**config.mk**
```make
export PLATFORM = sky130hd
export DESIGN_NAME = add_operand_tx_flat
export DESIGN_NICKNAME = d
export VERILOG_FILES = /design/src/rtl/noc_flit_pkg.sv /design/src/rtl/add_operand_tx_if.sv /design/src/rtl/flit_pair_fifo.sv /design/src/rtl/add_operand_tx.sv /design/src/flat_wrapper.sv
export SDC_FILE = /design/constraint.sdc
export NUM_CORES = 1
export LEC_CHECK = 0
export BUFFER_PORTS_ARGS = -buffer_cell sky130_fd_sc_hd__buf_2
export CORE_MARGIN = 1
export CORE_UTILIZATION = 41
export CTS_BUF_LIST = sky130_fd_sc_hd__clkbuf_4
export DETAILED_ROUTE_END_ITERATION = 16
export HOLD_SLACK_MARGIN = 0.05
export SKIP_LAST_GASP = 1
export SLEW_MARGIN = 0
export SYNTH_ARGS = -nofsm -noshare
export SYNTH_HDL_FRONTEND = slang
export SYNTH_HIERARCHICAL = 1
export SYNTH_SLANG_ARGS = --single-unit
```
**constraint.sdc**
```tcl
create_clock -name clk -period 8.51 [get_ports clk]
set_input_delay 1.702 -clock clk [delete_from_list [all_inputs] [get_ports clk]]
set_output_delay 1.702 -clock clk [all_outputs]
set_load 0.02 [all_outputs]
```
**src/rtl/noc_flit_pkg.sv**
```systemverilog
// Shared flit layout, state encoding and flit builder for the add-node transmit path.
package noc_flit_pkg;
  localparam int unsigned FLIT_W  = 71;
  localparam int unsigned VALID_B = 70;
  localparam int unsigned HEAD_B  = 69;
  localparam int unsigned DEST_HI = 68;
  localparam int unsigned DEST_LO = 65;
  localparam int unsigned OPSEL_B = 64;
  localparam int unsigned DATA_W  = 64;
  localparam int unsigned DEST_W  = DEST_HI - DEST_LO + 1;

  localparam logic OPSEL_A     = 1'b0;
  localparam logic OPSEL_B_VAL = 1'b1;

  typedef enum logic [1:0] {IDLE, SEND_A, SEND_B} tx_state_t;

  typedef logic [FLIT_W-1:0] flit_t;

  typedef struct packed {
    logic [DEST_W-1:0] dest;
    logic [DATA_W-1:0] b;
    logic [DATA_W-1:0] a;
  } pair_t;

  localparam int unsigned PAIR_W = $bits(pair_t);

  function automatic flit_t make_flit(input logic [DEST_W-1:0] dest,
                                      input logic              opsel,
                                      input logic [DATA_W-1:0] data);
    flit_t f;
    f                   = '0;
    f[VALID_B]          = 1'b1;
    f[HEAD_B]           = 1'b1;
    f[DEST_HI:DEST_LO]  = dest;
    f[OPSEL_B]          = opsel;
    f[DATA_W-1:0]       = data;
    return f;
  endfunction
endpackage

```
**src/rtl/add_operand_tx_if.sv**
```systemverilog
// Producer-side operand handshake and router-side flit handshake of the injector.
interface add_operand_tx_if;
  import noc_flit_pkg::*;

  logic              op_valid;
  logic              op_ready;
  logic [DATA_W-1:0] op_a;
  logic [DATA_W-1:0] op_b;
  logic [DEST_W-1:0] op_dest;
  flit_t             flit_out;
  logic              flit_valid;
  logic              net_ready;

  // slave is the injector itself; master is the producer/router environment
  modport slave (
    input  op_valid, op_a, op_b, op_dest, net_ready,
    output op_ready, flit_out, flit_valid
  );

  modport master (
    output op_valid, op_a, op_b, op_dest, net_ready,
    input  op_ready, flit_out, flit_valid
  );
endinterface

```
**src/rtl/flit_pair_fifo.sv**
```systemverilog
// Show-ahead synchronous FIFO for operand pairs; pushes are refused while full.
module flit_pair_fifo #(
  parameter int unsigned WIDTH = 132,
  parameter int unsigned DEPTH = 4
) (
  input  logic             clk,
  input  logic             reset_n,
  input  logic             push,
  input  logic             pop,
  input  logic [WIDTH-1:0] din,
  output logic [WIDTH-1:0] dout,
  output logic             full,
  output logic             empty
);
  localparam int unsigned AW = $clog2(DEPTH);

  logic [WIDTH-1:0] mem [DEPTH];
  logic [AW:0]      wr_ptr;
  logic [AW:0]      rd_ptr;
  logic             do_push;
  logic             do_pop;

  assign do_push = push && !full;
  assign do_pop  = pop && !empty;

  always_ff @(posedge clk) begin
    if (!reset_n) begin
      wr_ptr <= '0;
      rd_ptr <= '0;
    end else begin
      if (do_push) wr_ptr <= wr_ptr + 1'b1;
      if (do_pop)  rd_ptr <= rd_ptr + 1'b1;
    end
  end

  always_ff @(posedge clk) begin
    if (do_push) mem[wr_ptr[AW-1:0]] <= din;
  end

  // extra pointer bit distinguishes full from empty when the indices match
  assign dout  = mem[rd_ptr[AW-1:0]];
  assign empty = (wr_ptr == rd_ptr);
  assign full  = (wr_ptr[AW] != rd_ptr[AW]) && (wr_ptr[AW-1:0] == rd_ptr[AW-1:0]);
endmodule

```
**src/rtl/add_operand_tx.sv**
```systemverilog
// Operand-pair injector: buffers (A, B, dest) pairs and serialises each as an A flit
// followed by a B flit onto the mesh, one registered flit per transfer.
module add_operand_tx
  import noc_flit_pkg::*;
#(
  parameter int unsigned DEPTH = 4,
  parameter int unsigned CNT_W = 16
) (
  input  logic             clk,
  input  logic             reset_n,
  add_operand_tx_if.slave  bus,
  output logic             busy,
  output logic [CNT_W-1:0] pairs_sent
);
  tx_state_t         state_q, state_d;
  flit_t             flit_q, flit_d;
  logic [DEST_W-1:0] hold_dest, hold_dest_d;
  logic [DATA_W-1:0] hold_b, hold_b_d;
  pair_t             fifo_dout;
  logic              fifo_full;
  logic              fifo_empty;
  logic              pop;
  logic              cnt_inc;
  logic              xfer;

  flit_pair_fifo #(
    .WIDTH (PAIR_W),
    .DEPTH (DEPTH)
  ) u_fifo (
    .clk     (clk),
    .reset_n (reset_n),
    .push    (bus.op_valid),
    .pop     (pop),
    .din     ({bus.op_dest, bus.op_b, bus.op_a}),
    .dout    (fifo_dout),
    .full    (fifo_full),
    .empty   (fifo_empty)
  );

  assign xfer           = flit_q[VALID_B] && bus.net_ready;
  assign bus.op_ready   = !fifo_full;
  assign bus.flit_out   = flit_q;
  assign bus.flit_valid = flit_q[VALID_B];
  assign busy           = !fifo_empty || (state_q != IDLE);

  always_ff @(posedge clk) begin
    if (!reset_n) begin
      state_q    <= IDLE;
      flit_q     <= '0;
      hold_dest  <= '0;
      hold_b     <= '0;
      pairs_sent <= '0;
    end else begin
      state_q   <= state_d;
      flit_q    <= flit_d;
      hold_dest <= hold_dest_d;
      hold_b    <= hold_b_d;
      if (cnt_inc) pairs_sent <= pairs_sent + 1'b1;
    end
  end

  always_comb begin
    state_d     = state_q;
    flit_d      = flit_q;
    hold_dest_d = hold_dest;
    hold_b_d    = hold_b;
    pop         = 1'b0;
    cnt_inc     = 1'b0;
    unique case (state_q)
      IDLE: begin
        if (!fifo_empty) begin
          pop     = 1'b1;
          state_d = SEND_A;
        end
      end
      SEND_A: begin
        if (xfer) begin
          flit_d  = make_flit(hold_dest, OPSEL_B_VAL, hold_b);
          state_d = SEND_B;
        end
      end
      SEND_B: begin
        if (xfer) begin
          cnt_inc = 1'b1;
          if (!fifo_empty) begin
            pop     = 1'b1;
            state_d = SEND_A;
          end else begin
            flit_d  = '0;
            state_d = IDLE;
          end
        end
      end
      default: begin
        flit_d  = '0;
        state_d = IDLE;
      end
    endcase
    // a pop always loads the A flit directly; only dest and B need holding
    if (pop) begin
      flit_d      = make_flit(fifo_dout.dest, OPSEL_A, fifo_dout.a);
      hold_dest_d = fifo_dout.dest;
      hold_b_d    = fifo_dout.b;
    end
  end
endmodule

```
**src/flat_wrapper.sv**
```systemverilog
// flat-port wrapper written by rule: the top's interface ports become plain ports
module add_operand_tx_flat import noc_flit_pkg::*;
#(
  parameter int unsigned DEPTH = 4,
  parameter int unsigned CNT_W = 16
)
  (clk, reset_n, busy, pairs_sent, bus_op_valid, bus_op_a, bus_op_b, bus_op_dest, bus_net_ready, bus_op_ready, bus_flit_out, bus_flit_valid);
  add_operand_tx_if bus_i ();
  input  logic clk;
  input  logic reset_n;
  output logic busy;
  output logic [CNT_W-1:0] pairs_sent;
  input wire logic [$bits(bus_i.op_valid)-1:0] bus_op_valid;
  input wire logic [$bits(bus_i.op_a)-1:0] bus_op_a;
  input wire logic [$bits(bus_i.op_b)-1:0] bus_op_b;
  input wire logic [$bits(bus_i.op_dest)-1:0] bus_op_dest;
  input wire logic [$bits(bus_i.net_ready)-1:0] bus_net_ready;
  output wire logic [$bits(bus_i.op_ready)-1:0] bus_op_ready;
  output wire logic [$bits(bus_i.flit_out)-1:0] bus_flit_out;
  output wire logic [$bits(bus_i.flit_valid)-1:0] bus_flit_valid;
  assign bus_i.op_valid = bus_op_valid;
  assign bus_i.op_a = bus_op_a;
  assign bus_i.op_b = bus_op_b;
  assign bus_i.op_dest = bus_op_dest;
  assign bus_i.net_ready = bus_net_ready;
  assign bus_op_ready = bus_i.op_ready;
  assign bus_flit_out = bus_i.flit_out;
  assign bus_flit_valid = bus_i.flit_valid;
  add_operand_tx #(.DEPTH(DEPTH), .CNT_W(CNT_W)) u_core (.clk(clk), .reset_n(reset_n), .bus(bus_i), .busy(busy), .pairs_sent(pairs_sent));
endmodule
```
==> impl_results.md <==
* Hold Path End: u_core/bus.flit_out[33]
* Adder-Cell Fraction of Synth Area at 0.00294
* HP Class: reg -> reg
* Cell taking the most area after synthesis: edfxtp_1
* Compound-Gate Fraction of Synth Area at 0.0556
* Post-synth EDFFs at 528
* Area growth, synth to finish at 16.5%
* Drt wl/cell at 21.0 um
* Placeable Area at 61,600 um2
* Vias in the first global route at 15,067
* Synth area leaders: edfxtp_1, dfxtp_1, mux4_2
* Max-cap check violation count at 0
* Fin nets at 1,910
* Hold WS at 0.453 ns
* Max FO, Critical Path at 7
* RR Endpoint: u_core/bus.flit_out[20]
* Core Rows at 91
* Post-synthesis xor/xnor area fraction at 0.00514
* Setup violators final at 0
* Share of post-route cells with drive strength above 1 at 0.355
* DRC Markers at 0
* Mux share of post-synthesis cell area at 0.118
* Global-route wire length before repair at 88.3 mm
* Commonest cells after routing, fill and taps aside: edfxtp_1, clkbuf_4, buf_2
* H-tree depth at 4
* Crit. End Element: primary output
* Sink Count at 692
* Worst clock skew at 0.0670 ns
* Main combinational cell family by area after synthesis: multiplexers
* Simple-gate share of the synthesized area at 0.0435
* Yosys cell types at 45
* Post_cts resized at 0
* Setup CP Type: reg -> out
* Die extent in x at 252 um
* R2R cell count at 8
* Worst vdd ir at 0.000297 V
* Worst-path clk slew at 0.07 ns
* DRT Pass-1 Iters at 6
* Crit share post-route at 0.496
* Aggregate routed wire length at 58.0 mm
* Yosys Warn Count at 6
* Hold_buf cts at 0
* Vias per Instance at 5.18
* Final count of hold timing violations at 0
* Hold Crit Start: u_core/bus.flit_out[33]
* Initial antenna violation count at 19
* Mapped Cells at 1,438
* Minimum clock period at 4.22 ns
* Sequential area share after synthesis at 0.749
* CTS tree: built
* Placed cell areas at 27,400 um2
* Global-route usage over all layers at 0.187
* Worst setup margin at 4.29 ns
* Finished Cell Area at 29,700 um2
* Status: complete, no violations
* Setup TNS Final at 0 ns
* Clock Latency Late Sink at 0.99 ns
* Main flop type after synthesis: edfxtp_1
* Postcts setup bufs at 0
* P per Cell Area at 332 nW/um2
* Net Count, Synth at 1,580
* Global route overflow at 0
* Pin count of the biggest net entering global routing at 90
* Post-Place Setup Slack at 4.46 ns
* Slowest stage delay, CP at 0.49 ns
* Vias post-DR at 14,324
* Hold path cells at 2
* Commonest non-fill, non-tap cell in the layout: edfxtp_1
* HPWL after DPL at 32.0 mm
* Async set or reset register ratio after synthesis at 0
* Syn_area_per_cell at 17.8 um2
* RR Startpoint: u_core/u_fifo/wr_ptr[0]
* Tightest Pin Transition at 1.13 ns
* F_max at 237 MHz
* DIE HEIGHT at 252 um
* Root buf cell: clkbuf_4
* Worst EP arrival at 2.52 ns
* Register bit total from synthesis at 692
* # IOs at 226
* WP buf/inv at 1
* Synthesized cell area at 25,500 um2
* Pins Over Slew Limit at 0
* DIE AREA at 63,300 um2
* Req. time, crit path at 6.81 ns
* Startpoint types: flip-flop
* Port Buffers at 225
* Clock Path Buffers at 3
* Critical path's slowest cell: dfxtp_1
* CP Cell Sequence: xor2_1, nor3_1, nand2_1, buf_2
* Post-synth top area share at 0.621
* Starting density of the core at 0.415
* Worst reg2reg setup slack at 5.04 ns
* Worst slew margin at 0.244
* Placer Congestion at 0.777
* Post-DRT Antenna Nets at 0
* Clock buffer count from CTS at 176
* Leakage at 10.3 nW
* Starting DRT DRC Count at 1,124
* RSZ-0062 raised after global routing: no
* Number of fill cells at 5,345
* Largest delay share family, worst path: simple AND/OR/NAND/NOR gates
## flip-flops by register name (all words and copies together), names as in the netlist, named ones only
name / cells
u_core/bus.flit_out: 70
u_core/u_fifo/mem: 528
u_core/pairs_sent: 16
u_core/u_fifo/rd_ptr: 3
u_core/u_fifo/wr_ptr: 3
u_core/hold_dest: 4
u_core/state_q: 2
u_core/hold_b: 64
## how the worst max path moves through the flow
stage	start	to	slack [ns]	depth (start not counted)
finish	u_core/u_fifo/wr_ptr[0]	busy	4.29	4
global route	u_core/u_fifo/wr_ptr[0]	busy	4.02	4
CTS	u_core/u_fifo/wr_ptr[0]	busy	4.16	4
detailed placement	bus_net_ready	u_core/bus.flit_out[20]	4.46	7
global placement	bus_net_ready	u_core/bus.flit_out[68]	4.53	7
floorplan	bus_op_valid	u_core/u_fifo/mem[3][0]	0.61	2
## power breakdown
part	internal [mW]	switching [mW]	total, mW
clock	1.49	1.31	2.80
combinational	0.913	1.56	2.47
sequential	4.30	0.305	4.60
total	6.71	3.18	9.88
## logic make-up (layout without fill, tap and decap cells)
group           count (synthesis)  count (layout)
other cells                     0               6
xor+xnor                       15              15
compound gates                197             197
mux                           136             136
buf+inv                       133             615
simple gates                  259             259
flops                         692             692
fa+ha+maj                       6               6
## layer usage
| metal | share of wire | up-vias | GRT usage |
|---|---|---|---|
| met3 | 0.074 | 109 | 0.0646 |
| met4 | 0.017 | 16 | 0.0650 |
| met1 | 0.42 | 7247 | 0.234 |
| met5 | 0.0017 | - | 0 |
| met2 | 0.49 | 451 | 0.304 |
| li1 | - | 6501 | - |
## final cells by class
cell class                 instances  area [um2]  share of cell area
multi-input combinational        613        5790               0.195
timing repair buffer             245        1280              0.0429
clock inverter                    57         260             0.00875
tap                              837        1050              0.0352
inverter                          40         160             0.00538
clock buffer                     273        2050              0.0689
sequential                       692       19100               0.644
antenna                            6        15.0            0.000505
## metrics by stage
step / total power [mW] / cells / utilization
6_report: 9.88 / 2763 / 0.483
5_1_grt: 10.4 / 2759 / 0.483
4_1_cts: 10.0 / 2757 / 0.483
3_5_place_dp: 7.19 / 2427 / 0.445
3_3_place_gp: 7.13 / 2427 / 0.445
2_1_floorplan: 6.41 / 1438 / -
## worst register-to-register path, delay by kind of cell (launching register included)
kind                      cells  cell delay (ns)
DFF                           1             0.49
and+or+nand+nor               3             0.69
AOI/OAI and AO/OA             2             0.42
buffers and inverters         2             1.29
xor gates and xnor gates      1             0.49
## cells in the mapped netlist (4+ instances only)
| cell | instances |
|---|---|
| a221oi_1 | 31 |
| and2_1 | 7 |
| a211oi_1 | 33 |
| nand2b_1 | 5 |
| ha_1 | 6 |
| nand2_1 | 151 |
| o21ai_0 | 7 |
| a211o_1 | 4 |
| edfxtp_1 | 528 |
| clkbuf_1 | 36 |
| buf_2 | 35 |
| mux2i_1 | 4 |
| inv_1 | 37 |
| a222oi_1 | 37 |
| mux4_2 | 132 |
| xnor2_1 | 8 |
| xor2_1 | 7 |
| dfxtp_1 | 164 |
| a21oi_1 | 76 |
| nand4_1 | 7 |
| nor2_1 | 57 |
| nand3_1 | 9 |
| nand3b_1 | 4 |
| nor3_1 | 6 |
| buf_4 | 8 |
| buf_6 | 10 |
(Power assumes the default switching activity.)
